## src/rtl/fetch_prefetch_queue.sv

```systemverilog
// Instruction prefetch queue: fetches sequential words from a single-outstanding
// memory port into a small FIFO and presents the head (or an injected word) to decode.
module fetch_prefetch_queue #(
    parameter int unsigned DEPTH     = 4,
    parameter logic [31:0] RESET_PC  = 32'h0000_0000,
    parameter logic [31:0] NOP_INSTR = 32'h7800_0000
) (
    input  logic                     clk,
    input  logic                     rst_n,
    input  logic                     redirect,
    input  logic [31:0]              redirect_pc,
    input  logic                     restore,
    input  logic [31:0]              PC_before_int,
    input  logic                     stall,
    input  logic                     use_cpu_injection,
    input  logic [31:0]              cpu_injection,
    input  logic                     use_INT_INSTR,
    input  logic [31:0]              INT_INSTR,
    output logic                     mem_req,
    output logic [31:0]              mem_addr,
    input  logic                     mem_gnt,
    input  logic                     mem_rvalid,
    input  logic [31:0]              mem_rdata,
    output logic [31:0]              instr,
    output logic                     instr_valid,
    output logic [31:0]              current_PC,
    output logic [$clog2(DEPTH):0]   q_count
);
    localparam int unsigned AW = $clog2(DEPTH);
    localparam int unsigned CW = AW + 1;

    typedef enum logic [1:0] {
        IDLE = 2'd0,
        REQ  = 2'd1,
        WAIT = 2'd2,
        DROP = 2'd3
    } state_t;

    state_t        r_state;
    state_t        w_state_nxt;
    logic [31:0]   r_pc;
    logic [31:0]   r_q_pc    [DEPTH];
    logic [31:0]   r_q_instr [DEPTH];
    logic [AW-1:0] r_wptr;
    logic [AW-1:0] r_rptr;
    logic [CW-1:0] r_count;
    logic [CW-1:0] w_count_nxt;
    logic          w_flush;
    logic [31:0]   w_flush_pc;
    logic          w_inj;
    logic          w_empty;
    logic          w_full;
    logic          w_push;
    logic          w_pop;
    logic          w_space;

    assign w_flush     = redirect | restore;
    assign w_flush_pc  = restore ? PC_before_int : redirect_pc;
    assign w_inj       = use_cpu_injection | use_INT_INSTR;
    assign w_empty     = (r_count == '0);
    assign w_full      = (r_count == CW'(DEPTH));
    // Responses landing in a flush cycle belong to the abandoned stream.
    assign w_push      = (r_state == WAIT) & mem_rvalid & ~w_flush & ~w_full;
    assign w_pop       = ~w_empty & ~stall & ~w_inj & ~w_flush;
    assign w_count_nxt = r_count + CW'(w_push) - CW'(w_pop);
    assign w_space     = (w_count_nxt < CW'(DEPTH));

    assign mem_addr = r_pc;
    assign q_count  = r_count;

    // Fetch FSM state register
    always_ff @(posedge clk or negedge rst_n) begin
        if (!rst_n) begin
            r_state <= IDLE;
        end else begin
            r_state <= w_state_nxt;
        end
    end

    // Fetch FSM next state and request output
    always_comb begin
        w_state_nxt = r_state;
        mem_req     = 1'b0;
        case (r_state)
            IDLE: begin
                if (w_flush || w_space) w_state_nxt = REQ;
            end
            REQ: begin
                mem_req = 1'b1;
                if (mem_gnt)      w_state_nxt = w_flush ? DROP : WAIT;
                else if (w_flush) w_state_nxt = IDLE;
            end
            WAIT: begin
                if (w_flush)         w_state_nxt = mem_rvalid ? REQ : DROP;
                else if (mem_rvalid) w_state_nxt = w_space ? REQ : IDLE;
            end
            DROP: begin
                if (mem_rvalid) w_state_nxt = REQ;
            end
            default: w_state_nxt = IDLE;
        endcase
    end

    // Fetch PC: flush target wins over sequential advance
    always_ff @(posedge clk or negedge rst_n) begin
        if (!rst_n) begin
            r_pc <= RESET_PC;
        end else if (w_flush) begin
            r_pc <= w_flush_pc;
        end else if (w_push) begin
            r_pc <= r_pc + 32'd4;
        end
    end

    // Queue pointers and occupancy
    always_ff @(posedge clk or negedge rst_n) begin
        if (!rst_n) begin
            r_wptr  <= '0;
            r_rptr  <= '0;
            r_count <= '0;
        end else if (w_flush) begin
            r_wptr  <= '0;
            r_rptr  <= '0;
            r_count <= '0;
        end else begin
            if (w_push) r_wptr <= r_wptr + AW'(1);
            if (w_pop)  r_rptr <= r_rptr + AW'(1);
            r_count <= w_count_nxt;
        end
    end

    // Queue storage needs no reset; occupancy gates every read
    always_ff @(posedge clk) begin
        if (w_push) begin
            r_q_pc[r_wptr]    <= r_pc;
            r_q_instr[r_wptr] <= mem_rdata;
        end
    end

    // Presentation mux: injections override the queue head
    always_comb begin
        instr       = NOP_INSTR;
        instr_valid = 1'b0;
        current_PC  = w_empty ? r_pc : r_q_pc[r_rptr];
        if (use_cpu_injection) begin
            instr       = cpu_injection;
            instr_valid = 1'b1;
        end else if (use_INT_INSTR) begin
            instr       = INT_INSTR;
            instr_valid = 1'b1;
        end else if (!w_empty && !w_flush) begin
            instr       = r_q_instr[r_rptr];
            instr_valid = 1'b1;
        end
    end

endmodule
```

## config.mk

```make
export PLATFORM = sky130hd
export DESIGN_NAME = fetch_prefetch_queue
export DESIGN_NICKNAME = d
export VERILOG_FILES = /design/src/rtl/fetch_prefetch_queue.sv
export SDC_FILE = /design/constraint.sdc
export NUM_CORES = 1
export LEC_CHECK = 0
export ABC_AREA = 1
export CORE_ASPECT_RATIO = 1.4
export CORE_MARGIN = 2
export CORE_UTILIZATION = 50
export CTS_CLUSTER_SIZE = 28
export DETAILED_ROUTE_END_ITERATION = 12
export PLACE_DENSITY = 0.85
export RECOVER_POWER = 50
export SLEW_MARGIN = 10
export SYNTH_ARGS = -nofsm -noshare
export SYNTH_HDL_FRONTEND = slang
export SYNTH_SLANG_ARGS = --single-unit
```

## constraint.sdc

```tcl
create_clock -name clk -period 5 [get_ports clk]
set_input_delay 0.5 -clock clk [delete_from_list [all_inputs] [get_ports clk]]
set_output_delay 0.5 -clock clk [all_outputs]
set_load 0.005 [all_outputs]
```

==> qor.yml <==
run:
  max-cap-violations: 2
routing:
  drtPass1Iterations: 5
  num_vias: 11100
  drc_errors: 0
  via_per_inst: 5.60
  wirelength_um: 36100
  drt_iter0_drc: 862
  postRouteAntennaNets: 0
  wl_per_cell_um: 18.2
final_layout:
  drive_gt1_frac: 0.0433
  fin_nets: 1777
  area_growth_pct: 28.9
sta:
  hold_viol_final: 0
  final.min_clock_period_ps: 4220
  fin_crit_sh: 0.845
  worst_pin_slew_ps: 2410
  relSlewSlack: -0.604
  setup_viol: 0
  drv_slew: 76
  skew_ps: 17.2
  max_freq_ghz: 0.237
  fin_setup_tns_ps: 0
  rsz0062_at_grt: "no"
floorplan:
  fp.dieArea_sq_mm: 0.0285
  io_pins: 270
  die_h_um: 199
  initial_core_util: 0.507
  rows: 71
  coreArea_sq_mm: 0.0267
  die_w_um: 143
clock_tree:
  post_cts_buffers: 0
  htree_levels: 1
  clk_pin_slew_worst_paths_ps: 60
  cts-buffers-inserted: 26
  root_buffer: "clkbuf_16"
  clock_latency_ps: 530
  tritoncts: "yes"
  cts_resized: 0
  cts_sinks: 297
  clockBufferDepth: 3
  cts.hold.buffers_added: 0
logic_synthesis:
  yosys-top-cells-count: "306 x nor2_1, 256 x edfxtp_1, 181 x o21ai_0"
  ys_top_cells_by_area: "edfxtp_1 57%, nor2_1 8.5%, dfrtp_1 7.6%"
  async_reset_ff_frac: 0.138
  synth_largest_area_cell: "edfxtp_1"
  synth.most_common_cell: "nor2_1"
  ys.flop_type: "edfxtp_1"
  ys_ff_latch: 297
  synth_seq_area_share: 0.643
  synth.avg_cell_area_sq_um: 9.98
  synthesis.nets: 1539
  synth-edff-count: 256
  synthDistinctLibCells: 30
  post-synth-top-area-fraction: 0.567
  yosys_warnings: 0
  synthCells: 1358
  netlist_area_sq_mm: 0.0136
place:
  portBuffers: 269
  place_congestion: 0.908
  dp_hpwl_um: 23600
pwr:
  leakage_uw: 0.00621
  ir_drop_v: 0.000218
  p_total_uw: 5670
  p_per_area_mw_per_mm2: 324
global_route:
  grt_pass1_wl_um: 55100
  grt_usage: 0.249
  grt_pass1_vias: 10700
  grt_remaining_overflow: 0
  antenna_found_initial: 4
  grt_max_degree: 98
critical_path:
  timing.rr.start: "q_count[0]"
  worstPathRequired_ps: 4500
  r2r_slack_ps: 1790
  cp-end-kind: "output pin"
  critPathKind: "in2out"
  cp-start-kind: "input pin"
  cp.arrival_ps: 3720
  crit_fanout: 37
  r2r_cells: 17
  timing.rr.end: "r_state[0]"
min_path:
  holdPathStages: 3
  hp-class: "in2reg"
  min_to: "mem_addr[0]"
  min_from: "redirect_pc[0]"
run_status:
  violations: "max-capacitance violations, max-slew violations"
  status: "finished with violations"
critical path, stage by stage:
cell	delay (ps)
clkdlybuf4s50_1	390
clkbuf_1	490
nor2_8	660
nand3_1	310
inv_2	550
nand2_1	120
a21oi_1	160
clkdlybuf4s50_1	520
cell usage in the layout, fill, tap and decap left out, types with 2 or more instances in the layout:
master,count
diode_2,4
nand4_1,3
nor2_4,2
mux2_2,3
edfxtp_1,256
mux2i_1,2
inv_2,4
clkinv_2,2
dfrtp_1,39
ha_1,11
a31oi_1,6
xor2_1,2
a22oi_1,3
bufinv_16,3
nor3_1,3
o22ai_1,60
nand3b_1,2
nand3_1,37
clkbuf_16,27
buf_4,13
o31ai_1,2
o21ai_1,9
o211ai_1,3
clkinvlp_4,3
dlygate4sd3_1,68
clkbuf_8,3
buf_12,3
clkdlybuf4s50_1,200
nor2_1,304
o21ai_0,181
nand2_1,168
a21oi_1,112
and2_1,2
inv_1,58
clkbuf_1,14
cell families after synthesis:
| kind of cell | count (synthesis) | share of synthesized area |
|---|---|---|
| DFF | 297 | 0.643 |
| adders and majority gates | 12 | 0.0116 |
| buffers and inverters | 142 | 0.0411 |
| AOI/OAI and AO/OA | 377 | 0.148 |
| and+or+nand+nor | 523 | 0.151 |
| xor gates and xnor gates | 2 | 0.00129 |
| muxes | 5 | 0.00397 |
routing by layer:
| layer | vias up | global-route usage | share of wire |
|---|---|---|---|
| li1 | 5230 | - | - |
| met5 | - | 0 | 0.00047 |
| met3 | 81 | 0.0404 | 0.079 |
| met4 | 2 | 0.0957 | 0.034 |
| met2 | 523 | 0.450 | 0.52 |
| met1 | 5271 | 0.295 | 0.37 |
worst max-delay path by stage:
stage,from,to,slack [ps],cells after the start
3_3_place_gp,redirect,instr[6],1330,8
3_5_place_dp,redirect,r_state[1],1220,15
4_1_cts,r_rptr[0],current_PC[7],1020,7
2_1_floorplan,restore,r_q_instr[0][0],690,4
5_1_grt,redirect,instr[5],490,8
6_report,redirect,instr[23],780,8
state kept, by name, summed over array words and instances, names as in the netlist:
name	cells
mem_addr	32
q_count	3
r_q_pc	128
r_wptr	2
r_q_instr	128
r_rptr	2
r_state	2
through the flow:
| stage | worst slack, ps | util | hold slack (ps) | cell area [sq um] | std cells |
|---|---|---|---|---|---|
| after floorplan | 687 | - | 204 | 13600 | 1358 |
| after global placement | 1330 | 0.621 | 590 | 16600 | 1933 |
| after detailed placement | 1220 | 0.621 | 601 | 16600 | 1933 |
| after CTS | 1020 | 0.654 | 57.5 | 17500 | 1981 |
| after global routing | 494 | 0.653 | 565 | 17500 | 1984 |
| final | 776 | 0.653 | 542 | 17500 | 1985 |
where the power goes:
part           internal [uW]  switching [uW]
registers               2780             114
logic                    384             343
clock network           1200             846
layout make-up:
| type | instances | area [sq um] |
|---|---|---|
| Multi-Input combinational cell | 919 | 4300 |
| Inverter | 63 | 238 |
| Timing Repair Buffer | 289 | 2860 |
| Clock inverter | 8 | 126 |
| Antenna cell | 4 | 10.0 |
| Fill cell | 1997 | 9270 |
| Sequential cell | 297 | 8720 |
| Tap cell | 365 | 457 |
| Clock buffer | 40 | 754 |
No activity file was read; power rests on OpenSTA's default activity.
